==> src/rtl/seven_seg_scan.sv <==
`default_nettype none
// ============================================================================
// Module      : seven_seg_scan
// Description : Time-multiplexed driver for a 4-digit common-anode 7-segment
//               display. Scans one digit per divider tick, snapshots the BCD
//               digits once per frame so a frame never mixes two values,
//               blanks leading zeros and drives active-low anode, segment
//               and decimal-point lines from registers.
// Revision    : 1.0 - initial release
// ============================================================================
module seven_seg_scan #(
  parameter int CLK_HZ  = 100_000_000,
  parameter int SCAN_HZ = 1000
) (
  input  logic       clk,
  input  logic       reset,     // asynchronous, active-low
  input  logic [3:0] d0,
  input  logic [3:0] d1,
  input  logic [3:0] d2,
  input  logic [3:0] d3,
  input  logic [3:0] dp_en,
  input  logic       blank_en,
  output logic [3:0] an,
  output logic [6:0] seg,
  output logic       dp
);

  // --------------------------------------------------------------------------
  // Constants
  // --------------------------------------------------------------------------
  localparam int         DIV     = CLK_HZ / SCAN_HZ;
  localparam int         CW      = (DIV > 2) ? $clog2(DIV) : 1;
  localparam logic [CW-1:0] C_TERM   = CW'(DIV - 1);
  localparam logic [6:0]    C_SEG_OFF = 7'h7F;
  localparam logic [6:0]    C_SEG_DASH = 7'h3F;
  localparam logic [3:0]    C_AN_OFF  = 4'hF;

  // --------------------------------------------------------------------------
  // BCD to active-low segment pattern {g,f,e,d,c,b,a}; non-BCD shows a dash
  // --------------------------------------------------------------------------
  function automatic logic [6:0] f_decode(input logic [3:0] val);
    logic [6:0] pat;
    case (val)
      4'd0:    pat = 7'h40;
      4'd1:    pat = 7'h79;
      4'd2:    pat = 7'h24;
      4'd3:    pat = 7'h30;
      4'd4:    pat = 7'h19;
      4'd5:    pat = 7'h12;
      4'd6:    pat = 7'h02;
      4'd7:    pat = 7'h78;
      4'd8:    pat = 7'h00;
      4'd9:    pat = 7'h10;
      default: pat = C_SEG_DASH;
    endcase
    return pat;
  endfunction

  // --------------------------------------------------------------------------
  // State
  // --------------------------------------------------------------------------
  logic [CW-1:0] cnt_q;
  logic [1:0]    idx_q;

  // Digit 0 is only ever shown on the capture edge itself, taken straight
  // from the live inputs, so only digits 1..3 need a stored copy.
  logic [3:0]    snap_d1_q;
  logic [3:0]    snap_d2_q;
  logic [3:0]    snap_d3_q;
  logic [3:1]    snap_dp_q;
  logic          snap_blank_q;

  logic [3:0]    an_q;
  logic [6:0]    seg_q;
  logic          dp_q;

  // Next-state / combinational
  logic          tick;
  logic          wrap;
  logic [1:0]    idx_d;
  logic [3:0]    cur_dig;
  logic          cur_dp_en;
  logic          cur_blank;
  logic          zero3;
  logic          zero2;
  logic          zero1;
  logic [3:0]    an_d;
  logic [6:0]    seg_d;
  logic          dp_d;

  // Divider terminal count, next scan index and frame-wrap detection
  always_comb begin
    tick  = (cnt_q == C_TERM);
    idx_d = idx_q + 2'd1;
    wrap  = tick && (idx_q == 2'd3);
  end

  // Leading-zero detection on the frame snapshot (non-BCD counts as nonzero)
  always_comb begin
    zero3 = (snap_d3_q == 4'd0);
    zero2 = zero3 && (snap_d2_q == 4'd0);
    zero1 = zero2 && (snap_d1_q == 4'd0);
  end

  // Pick the digit, dp enable and blank flag for the digit about to be lit
  always_comb begin
    cur_dig   = 4'd0;
    cur_dp_en = 1'b0;
    cur_blank = 1'b0;
    case (idx_d)
      2'd0: begin
        cur_dig   = d0;
        cur_dp_en = dp_en[0];
        cur_blank = 1'b0;
      end
      2'd1: begin
        cur_dig   = snap_d1_q;
        cur_dp_en = snap_dp_q[1];
        cur_blank = snap_blank_q && zero1;
      end
      2'd2: begin
        cur_dig   = snap_d2_q;
        cur_dp_en = snap_dp_q[2];
        cur_blank = snap_blank_q && zero2;
      end
      default: begin
        cur_dig   = snap_d3_q;
        cur_dp_en = snap_dp_q[3];
        cur_blank = snap_blank_q && zero3;
      end
    endcase
  end

  // Output values for the next slot; a blanked digit keeps its anode active
  always_comb begin
    an_d  = ~(4'b0001 << idx_d);
    seg_d = cur_blank ? C_SEG_OFF : f_decode(cur_dig);
    dp_d  = ~cur_dp_en;
  end

  // Free-running scan divider producing one tick every DIV cycles
  always_ff @(posedge clk or negedge reset) begin
    if (!reset) begin
      cnt_q <= '0;
    end else if (tick) begin
      cnt_q <= '0;
    end else begin
      cnt_q <= cnt_q + 1'b1;
    end
  end

  // Scan index advances one digit per tick; reset value 3 makes the first
  // tick wrap to digit 0 and take a fresh snapshot
  always_ff @(posedge clk or negedge reset) begin
    if (!reset) begin
      idx_q <= 2'd3;
    end else if (tick) begin
      idx_q <= idx_d;
    end
  end

  // Frame snapshot, captured only when the scan wraps back to digit 0
  always_ff @(posedge clk or negedge reset) begin
    if (!reset) begin
      snap_d1_q    <= 4'd0;
      snap_d2_q    <= 4'd0;
      snap_d3_q    <= 4'd0;
      snap_dp_q    <= 3'd0;
      snap_blank_q <= 1'b0;
    end else if (wrap) begin
      snap_d1_q    <= d1;
      snap_d2_q    <= d2;
      snap_d3_q    <= d3;
      snap_dp_q    <= dp_en[3:1];
      snap_blank_q <= blank_en;
    end
  end

  // Registered display outputs, dark in reset and updated only on ticks
  always_ff @(posedge clk or negedge reset) begin
    if (!reset) begin
      an_q  <= C_AN_OFF;
      seg_q <= C_SEG_OFF;
      dp_q  <= 1'b1;
    end else if (tick) begin
      an_q  <= an_d;
      seg_q <= seg_d;
      dp_q  <= dp_d;
    end
  end

  assign an  = an_q;
  assign seg = seg_q;
  assign dp  = dp_q;

endmodule
`default_nettype wire

==> config.mk <==
export PLATFORM = sky130hd
export DESIGN_NAME = seven_seg_scan
export DESIGN_NICKNAME = d
export VERILOG_FILES = /design/src/rtl/seven_seg_scan.sv
export SDC_FILE = /design/constraint.sdc
export NUM_CORES = 1
export LEC_CHECK = 0
export BUFFER_PORTS_ARGS = -buffer_cell sky130_fd_sc_hd__buf_2
export CAP_MARGIN = 10
export CORE_UTILIZATION = 60
export DETAILED_ROUTE_END_ITERATION = 8
export PLACE_DENSITY = 0.79
export RECOVER_POWER = 50
export SLEW_MARGIN = 10
export SYNTH_ARGS = -nofsm -noshare
export SYNTH_HDL_FRONTEND = slang
export SYNTH_SLANG_ARGS = --single-unit
==> constraint.sdc <==
create_clock -name clk -period 3.75 [get_ports clk]
set_input_delay 0.1875 -clock clk [delete_from_list [all_inputs] [get_ports clk]]
set_output_delay 0.1875 -clock clk [all_outputs]
set_load 0.02 [all_outputs]
Yosys cells after proc, flatten, opt, wreduce, memory -nomap -nowiden
Memory sizes are Yosys's and may differ from the RTL's.
Cells that the tools add are included.
- register bits: 47
- bits in read-only memories: 112
- bits of input ports: 23
- output and inout bits: 12
- logic and storage cells: 35
- memories kept: 1
- add/subtract/negate cells: 2
- equality and inequality tests: 4
- shift-type cells: 1
- muxes and demuxes: 5
- bitwise gates (word level): 2
- reduce and logical (&&, ||, !) cells: 10
- memory list (memory ; words ; width ; read ports ; clocked after memory_dff ; wr ports ; line ; text):
    (no name shown) ; 16 ; 7 ; 1 ; 0 ; 0 ; 43 ; case (val)
- operators with widths (kind ; number):
    adder 17 x 1 -> 17 bit, second input constant ; 1
    == test 17 bit, second input constant ; 1
    two-way mux 17 bit ; 1
    logical NOT 4 bit ; 3
    one-hot mux 4 bit (3 select lines) ; 1
    two-way mux 7 bit ; 1
    logical AND 1 bit ; 6
    one-hot mux 1 bit (3 select lines) ; 2
    == test 2 bit, second input constant ; 2
    inverter 4 bit ; 1
    left shift 1 x 2 -> 4 bit, first input constant ; 1
    adder 2 x 1 -> 2 bit, second input constant ; 1
    == test 2 x 1 -> 1 bit, second input constant ; 1
    logical NOT 2 bit ; 1
    inverter 1 bit ; 1

Logic depth before layout (Yosys ltp)
Gate-level depths: netlist of the first run.
- depth in word-level cells: 6
- gate-level depth with buffers: 10
- mapped depth without buffers: 9

Least setup slack after synthesis of the first run
No wires, ideal clock.
- path type: reg-to-reg
- from: reg idx_q[1]
- to: reg seg_q[3] (netlist: seg[3])
- arrival time: 2043 ps
- required time: 3667 ps
- setup slack: 1624 ps
- cell stages (with the launch flop): 8
- path buffers: 1
- period minus slack after synthesis: 2126 ps
- path through: dfstp_2 ha_1 clkbuf_1 mux2i_1 inv_1 ha_1 nor2_1 o32a_1
- longest elaborated chain between the ends: 5
- ends and longest elaborated chain (element ; line ; text):
    start, declared ; 63 ; logic [1:0] idx_q;
    start signal, assigned ; 158 ; idx_q <= idx_d;
    adder 2 x 1 -> 2 bit (*) ; 94 ; idx_d = idx_q + 2'd1;
    == test 2 bit, or another cell as far along ; 110 ; case (idx_d)
    one-hot mux 4 bit (3 select lines) ; 110 ;
    memory (16 x 7 bit) ; - ;
    two-way mux 7 bit (*) ; 137 ; seg_d = cur_blank ? C_SEG_OFF : f_decode(cur_dig);
    end signal, assigned ; 187 ; seg_q <= seg_d;
    end, declared ; 74 ; logic [6:0] seg_q;
Every way passes the cells marked *; elsewhere a longest branch is shown, timed or not.
A chain may end at the register's enable or synchronous reset.

Final worst setup path of the first run
Ends and elaborated chain as after synthesis.

==> impl_metrics.py, run 1 <==
metrics = {
    "sta": {
        "finalSetupViolCount": 0,
        "slew_viol_final": 48,
        "worstMarginPinSlew_ns": 2.33,
        "skew_ns": 0.00675,
        "timing.fmax_mhz": 416,
        "finalCriticalPeriod_ns": 2.41,
        "timing_hold_violations_final": 0,
        "finalSetupTns_ns": 0,
        "whs_ns": 0.109,
        "slew_headroom_pct": -55.5,
        "fin_crit_sh_pct": 64.2,
        "rsz0062_at_grt": "no",
    },
    "setup_path": {
        "arrival_ns": 2.64,
        "regToRegSetupSlack_ns": 1.34,
        "crit_required_ns": 3.99,
        "critical_path.max_fanout": 8,
        "cp-start-kind": "register",
        "worstSetupPathType": "reg -> reg",
        "endpoint_kind": "register",
    },
    "finish": {
        "antenna_cells": 0,
        "drive_gt1_share_pct": 31.1,
        "design_area_um2": 2630,
        "nets": 266,
        "fin_cells": 283,
        "synthToLayoutAreaGrowth_pct": 12.1,
    },
    "cts": {
        "post_cts_buffers": 0,
        "numCtsBuffers": 5,
        "htreeDepth": 2,
        "clk_latency_ns": 0.30,
        "cts_sinks": 47,
        "postCtsHoldBufs": 0,
        "ctsResizeCount": 0,
        "cts_tree": "yes",
        "ctsLongestPathBuffers": 2,
        "cts_root_buffer": "clkbuf_8",
        "cts.clk_slew.worst_paths_ns": 0.08,
    },
    "route": {
        "drt-initial-drc-count": 132,
        "vias": 1566,
        "postRouteAntennaNets": 0,
        "drtPass1Iterations": 5,
        "wl_per_cell_um": 14.8,
        "via_per_inst": 5.53,
        "drc": 0,
        "wl_mm": 4.18,
    },
    "power": {
        "peakVddDrop_v": 0.000354,
        "power_frac_seq_pct": 58.0,
        "switchingPower_w": 0.000192,
        "power_frac_clock_pct": 36.1,
        "p_int_w": 0.000711,
        "switching_share_pct": 21.3,
        "leakagePower_nw": 1.19,
        "power-per-cell-area_nw_per_um2": 343,
        "combinationalPowerShare_pct": 5.9,
    },
    "placed_design": {
        "dp_hpwl_mm": 3.06,
        "io_buffers": 34,
        "dp_cells": 275,
        "place_area_um2": 2540,
        "place_congestion": 0.800,
    },
    "grt": {
        "grt_max_degree": 48,
        "grtUsageTotal_pct": 22.9,
        "grt_overflow": 0,
        "grt_pass1_wl_mm": 7.07,
        "grt_antenna_before_repair": 0,
        "grt_pass1_vias": 1536,
    },
    "synth": {
        "synth_compound_area_share_pct": 7.51,
        "netlist_instances": 199,
        "synth_xor_xnor_area_share_pct": 5.96,
        "yosysWarnings": 0,
        "seq_area_frac_synth_pct": 50.8,
        "synth-simple-area-share_pct": 13.3,
        "synth_adder_area_share_pct": 4.79,
        "synthMuxAreaShare_pct": 13.3,
        "yosysTopAreaCellShare_pct": 35.1,
        "yosysUniqueCellTypes": 42,
        "avgSynthCellArea_um2": 11.8,
        "synthesis.nets": 231,
        "synth.area.top_cells": "dfrtp_1, dfstp_2, mux2_4",
        "syn_area_um2": 2350,
        "ys_ff_latch": 47,
        "yosysTopAreaCell": "dfrtp_1",
        "synth_top_family_by_area": "multiplexers",
    },
    "floorplan": {
        "io_pins": 35,
        "die_y_um": 64.6,
        "initial_utilization_pct": 63.2,
        "die_w_um": 64.6,
        "core_area_um2": 3720,
        "row_count": 22,
        "die_area_um2": 4170,
    },
    "run_status": {
        "outcome": "finished with violations",
        "violations": "max-capacitance violations, max-slew violations",
    },
    "job": {
        "max_cap_violations": 1,
    },
    "worst_hold_path": {
        "hp-class": "in -> reg",
    },
}
==> cells by family after synthesis <==
logic type               after synthesis
XOR/XNOR                              16
AO/OA/AOI/OAI                         22
multiplexers                          25
AND/OR/NAND/NOR                       59
buffers and inverters                 21
flip-flops                            47
adder cells (fa/ha/maj)                9
==> state kept, by name, indices dropped and copies added, names as in the netlist <==
register      count
cnt_q            17
seg               7
an                4
snap_d1_q         4
snap_d2_q         4
snap_d3_q         4
snap_dp_q         3
idx_q             2
dp                1
snap_blank_q      1
==> power groups by stage <==
stage	sequential [W]	clock [W]	combinational, W
2_1_floorplan	0.000530	0	0.0000289
3_3_place_gp	0.000532	0	0.0000531
3_5_place_dp	0.000533	0	0.0000548
4_1_cts	0.000524	0.000335	0.0000549
5_1_grt	0.000525	0.000354	0.0000601
6_report	0.000524	0.000326	0.0000532
==> cell type report <==
class                      instances  area, µm²
tap                               48       60.1
clock buffer                       8        100
timing repair buffer              35        171
inverter                          14       55.1
sequential                        47       1190
fill                             278       1080
multi-input combinational        131       1050
==> routing by layer <==
| metal | vias up | GRT usage, % | wire length, µm |
|---|---|---|---|
| met3 | 7 | 5.81 | 169 |
| met2 | 43 | 35.3 | 1950 |
| met4 | 0 | 10.0 | 76 |
| met5 | - | 0 | 0 |
| met1 | 753 | 30.6 | 1990 |
| li1 | 763 | - | - |
==> final timing paths <==
kind	start	end	cells past startpoint
max in group asynchronous	reset	snap_d3_q[2]$_DFFE_PN0P_	1
min in group asynchronous	reset	snap_d1_q[0]$_DFFE_PN0P_	1
hold / removal	d2[1]	snap_d2_q[1]$_DFFE_PN0P_	2
hold reg to reg	an[1]$_DFFE_PN1N_	an[1]$_DFFE_PN1N_	2
setup / recovery	idx_q[1]$_DFFE_PN1N_	seg[3]$_DFFE_PN1N_	7
setup reg to reg	idx_q[1]$_DFFE_PN1N_	seg[3]$_DFFE_PN1N_	7
==> critical path: stages, from the launching register on <==
cell      delay, ns
dfstp_2        0.56
ha_1           0.37
a222oi_1       0.17
mux2i_1        0.45
inv_1          0.13
ha_1           0.30
nor2_1         0.04
o32a_1         0.32
==> metrics by stage <==
stage	util, %	setup WS [ns]	power (W)
global placement	68.4	1.40	0.000586
finish	70.9	1.34	0.000903
floorplan	-	1.62	0.000559
CTS	71.0	1.35	0.000914
global route	70.9	1.19	0.000938
detailed placement	68.4	1.37	0.000588
==> cells in the mapped netlist (all sizes together) <==
cell type / count
xor2: 7
nor4: 4
ha: 9
a222oi: 5
dfrtp: 33
a21oi: 4
mux2i: 8
a2bb2oi: 1
mux2: 17
a211oi: 1
or2: 2
and2: 1
o32a: 2
o21a: 1
nand4b: 1
inv: 14
nand2b: 3
xnor2: 9
nor2: 17
nor3: 3
o22a: 5
nand2: 9
and3: 1
dfstp: 14
o21ai: 3
nor2b: 3
nand3: 9
or4b: 1
nor3b: 1
nand4: 3
and4: 1
clkbuf: 2
buf: 5
==> cells in the final DEF (no fill, tap or decap), drive strengths merged <==
| master | n |
|---|---|
| o22a | 5 |
| nor2 | 17 |
| xor2 | 7 |
| xnor2 | 9 |
| nand2 | 9 |
| ha | 9 |
| and4 | 1 |
| or2 | 2 |
| a222oi | 5 |
| inv | 14 |
| a211oi | 1 |
| mux2 | 17 |
| nor3 | 3 |
| dfstp | 14 |
| or4b | 1 |
| o21a | 1 |
| nor3b | 1 |
| and2 | 1 |
| clkbuf | 13 |
| buf | 30 |
| a2bb2oi | 1 |
| o21ai | 3 |
| nor4 | 4 |
| dfrtp | 33 |
| nand3 | 9 |
| o32a | 2 |
| nand4 | 3 |
| a21oi | 4 |
| nor2b | 3 |
| nand4b | 1 |
| nand2b | 3 |
| and3 | 1 |
| mux2i | 8 |
Power figures use the tool's default switching activity.
==> run 2, diff against run 1 <==
--- a/config.mk
+++ b/config.mk
@@ -5,11 +5,12 @@
 export SDC_FILE = /design/constraint.sdc
 export NUM_CORES = 1
 export LEC_CHECK = 0
+export ABC_AREA = 1
 export BUFFER_PORTS_ARGS = -buffer_cell sky130_fd_sc_hd__buf_2
 export CAP_MARGIN = 10
-export CORE_UTILIZATION = 60
+export CORE_UTILIZATION = 57
 export DETAILED_ROUTE_END_ITERATION = 8
-export PLACE_DENSITY = 0.79
+export PLACE_DENSITY = 0.75
 export RECOVER_POWER = 50
 export SLEW_MARGIN = 10
 export SYNTH_ARGS = -nofsm -noshare
==> constraint.sdc (replaced) <==
create_clock -name clk -period 2.25 [get_ports clk]
set_input_delay 0.1125 -clock clk [delete_from_list [all_inputs] [get_ports clk]]
set_output_delay 0.1125 -clock clk [all_outputs]
set_load 0.02 [all_outputs]
==> run 2 against run 1 <==
Effect of this change: the run now ends clean; maximum frequency up 18%; utilization down 3.5 points; first-iteration DRC count up 22%; combinational power down 35%; sequential power up 61%; hold slack worse by 0.087 ns; final cell count up 50%; register-to-register slack worse by 1.1 ns.
==> impl_metrics.py, run 2 <==
metrics = {
    "power": {
        "power_frac_clock_pct": 38.5,
        "power_frac_seq_pct": 59.1,
        "total_power_w": 0.00143,
        "leakagePower_nw": 1.46,
        "combinationalPowerShare_pct": 2.4,
        "power-per-cell-area_nw_per_um2": 491,
        "p_int_w": 0.00109,
        "peakVddDrop_v": 0.000405,
        "switching_share_pct": 23.7,
        "switchingPower_w": 0.000340,
    },
    "finish": {
        "drive_gt1_share_pct": 19.0,
        "fillCellCount": 380,
        "fin_util_pct": 67.3,
        "final_common_cell": "nand2_1",
        "design_area_um2": 2910,
        "layout_common_cells": "nand2_1, nor2_1, inv_1",
        "antenna_cells": 0,
        "synthToLayoutAreaGrowth_pct": 13.6,
        "largest_reg_flops": 17,
        "top_register": "cnt_q",
        "nets": 404,
    },
    "setup_path": {
        "cpPeakStageDelay_ns": 0.56,
        "regToRegSetupSlack_ns": 0.21,
        "crit_family": "flip-flops",
        "arrival_ns": 2.28,
        "slowest_stage": "dfstp_2",
        "crit_top_cell": "nand2_1",
        "worst-r2r-cell-count": 11,
        "endpoint_kind": "register",
        "crit_required_ns": 2.49,
        "worstReg2RegEnd": "seg[2]$_DFFE_PN1N_",
        "cp_cell_sequence": "inv_1 -> ha_1 -> inv_2 -> buf_4 -> nand2_1 -> o21ai_4 -> nand2_1 -> nand2_1 -> inv_1 -> nor2_2 -> a21oi_1",
        "critPathBufInv": 4,
        "critical_path.max_fanout": 8,
        "cp-start-kind": "register",
        "regToRegStartpoint": "idx_q[0]$_DFFE_PN1N_",
        "worstSetupPathType": "reg -> reg",
    },
    "synth": {
        "seq_area_frac_synth_pct": 46.6,
        "ys.flop_type": "dfrtp_1",
        "avgSynthCellArea_um2": 7.77,
        "ys_ff_latch": 47,
        "synthTopCellsByCount": "nand2_1, nor2_1, inv_1, dfrtp_1, nand3_1",
        "yosysWarnings": 0,
        "yosysUniqueCellTypes": 29,
        "netlist_instances": 330,
        "yosysTopAreaCell": "dfrtp_1",
        "async_flop_share_pct": 100,
        "syn_area_um2": 2560,
        "synthesis.nets": 362,
        "yosysMostFrequentCell": "nand2_1",
        "synth_edf_count": 0,
        "yosysTopAreaCellShare_pct": 32.2,
        "synth.area.top_cells": "dfrtp_1, dfstp_2, nand2_1",
    },
    "route": {
        "via_per_inst": 5.14,
        "wl_per_cell_um": 12.1,
        "drtPass1Iterations": 4,
        "postRouteAntennaNets": 0,
        "drt-initial-drc-count": 161,
        "drc": 0,
        "wl_mm": 5.16,
        "vias": 2186,
    },
    "floorplan": {
        "die_area_um2": 4770,
        "core_area_um2": 4320,
        "row_count": 24,
        "die_w_um": 69.1,
        "initial_utilization_pct": 59.3,
        "die_y_um": 69.1,
        "io_pins": 35,
    },
    "placed_design": {
        "place_area_um2": 2800,
        "place_congestion": 0.894,
        "io_buffers": 34,
        "dp_hpwl_mm": 3.91,
    },
    "sta": {
        "timing.fmax_mhz": 491,
        "slew_headroom_pct": 30.7,
        "finalSetupTns_ns": 0,
        "timing_hold_violations_final": 0,
        "slew_viol_final": 0,
        "rsz0062_at_grt": "no",
        "worstMarginPinSlew_ns": 1.04,
        "finalCriticalPeriod_ns": 2.04,
        "finalSetupViolCount": 0,
        "fin_crit_sh_pct": 90.6,
        "skew_ns": 0.00832,
        "whs_ns": 0.0226,
    },
    "worst_hold_path": {
        "min_to": "snap_d2_q[3]$_DFFE_PN0P_",
        "hp-class": "in -> reg",
        "min_from": "d2[3]",
        "min_path_cells": 3,
    },
    "cts": {
        "clk_latency_ns": 0.31,
        "cts_root_buffer": "clkbuf_8",
        "cts_tree": "yes",
        "ctsLongestPathBuffers": 2,
        "cts_sinks": 47,
        "htreeDepth": 2,
        "numCtsBuffers": 5,
        "cts.clk_slew.worst_paths_ns": 0.10,
    },
    "grt": {
        "grt_pass1_vias": 1980,
        "grt_antenna_before_repair": 0,
        "grtUsageTotal_pct": 23.5,
        "grt_overflow": 0,
        "grt_max_degree": 29,
        "grt_pass1_wl_mm": 8.96,
    },
    "run_status": {
        "outcome": "finished, final reports clean",
    },
    "job": {
        "max_cap_violations": 0,
    },
}
## run 2: cell count changes after synthesis, sizes merged, moves of 8 or more
cell / before / now
mux2: 17 / 0
nand2: 9 / 100
mux2i: 8 / 0
o21ai: 3 / 13
nand3: 9 / 27
xnor2: 9 / 0
nor2: 17 / 49
inv: 14 / 37
nor3: 3 / 11
## run 2: cell type report
| cell class | instances | area, µm² | share of cell area (%) |
|---|---|---|---|
| multi-input cells | 240 | 1200 | 41.3 |
| repair buffers | 41 | 215 | 7.39 |
| clock inverters | 3 | 27.5 | 0.945 |
| clock buffers | 5 | 68.8 | 2.36 |
| well taps | 52 | 65.1 | 2.23 |
| inverters | 37 | 139 | 4.77 |
| flip-flops and latches | 47 | 1190 | 41.0 |
## run 2: how the worst max path moves through the flow
stage | startpoint | endpoint | slack, ns | cells after the start
2_1_floorplan | idx_q[0]$_DFFE_PN1N_ | seg[3]$_DFFE_PN1N_ | 0.35 | 12
3_3_place_gp | idx_q[0]$_DFFE_PN1N_ | seg[3]$_DFFE_PN1N_ | 0.25 | 11
3_5_place_dp | idx_q[0]$_DFFE_PN1N_ | seg[3]$_DFFE_PN1N_ | 0.19 | 11
4_1_cts | idx_q[0]$_DFFE_PN1N_ | seg[3]$_DFFE_PN1N_ | 0.14 | 11
5_1_grt | idx_q[0]$_DFFE_PN1N_ | seg[3]$_DFFE_PN1N_ | 0.009 | 13
6_report | idx_q[0]$_DFFE_PN1N_ | seg[2]$_DFFE_PN1N_ | 0.21 | 11
## run 2: through the flow
step	instances	setup slack [ns]
final	425	0.212
after global routing	425	0.00859
after CTS	424	0.138
after detailed placement	415	0.194
after global placement	415	0.245
after floorplan	330	0.349
## run 2: power by group through the flow
stage	registers, W	logic [W]	clock network [W]
2_1_floorplan	0.000861	0.0000000633	0
3_3_place_gp	0.000861	0.0000384	0
3_5_place_dp	0.000861	0.0000384	0
4_1_cts	0.000845	0.0000398	0.000563
5_1_grt	0.000846	0.0000398	0.000592
6_report	0.000845	0.0000345	0.000550
## run 2: routing by layer
| metal | global-route usage, % | up-vias | share of wire (%) |
|---|---|---|---|
| met1 | 34.2 | 1001 | 50 |
| li1 | - | 1123 | - |
| met2 | 35.4 | 55 | 45 |
| met4 | 7.48 | 0 | 1.2 |
| met3 | 4.53 | 7 | 4.1 |
| met5 | 0 | - | 0 |
## run 2: worst min-delay path: stages
cell and delay [ns]:
buf_2 0.07, nand3_1 0.06, nand2_1 0.06
## run 2: logic make-up (layout without fill, tap and decap cells)
family / after synthesis / in the layout / synth area share (%)
and+or+nand+nor: 197 / 197 / 33.2
DFF: 47 / 47 / 46.6
AOI/OAI and AO/OA: 23 / 23 / 4.83
xor gates and xnor gates: 11 / 11 / 3.76
buffers and inverters: 43 / 86 / 7.22
adders and majority gates: 9 / 9 / 4.39
## run 2: timing repair
action,in CTS,in global routing
endpoints found under the hold margin,9,0
endpoints found under the setup margin,0,1
resized for setup,0,4
hold buffers,1,0
setup buffers,0,1
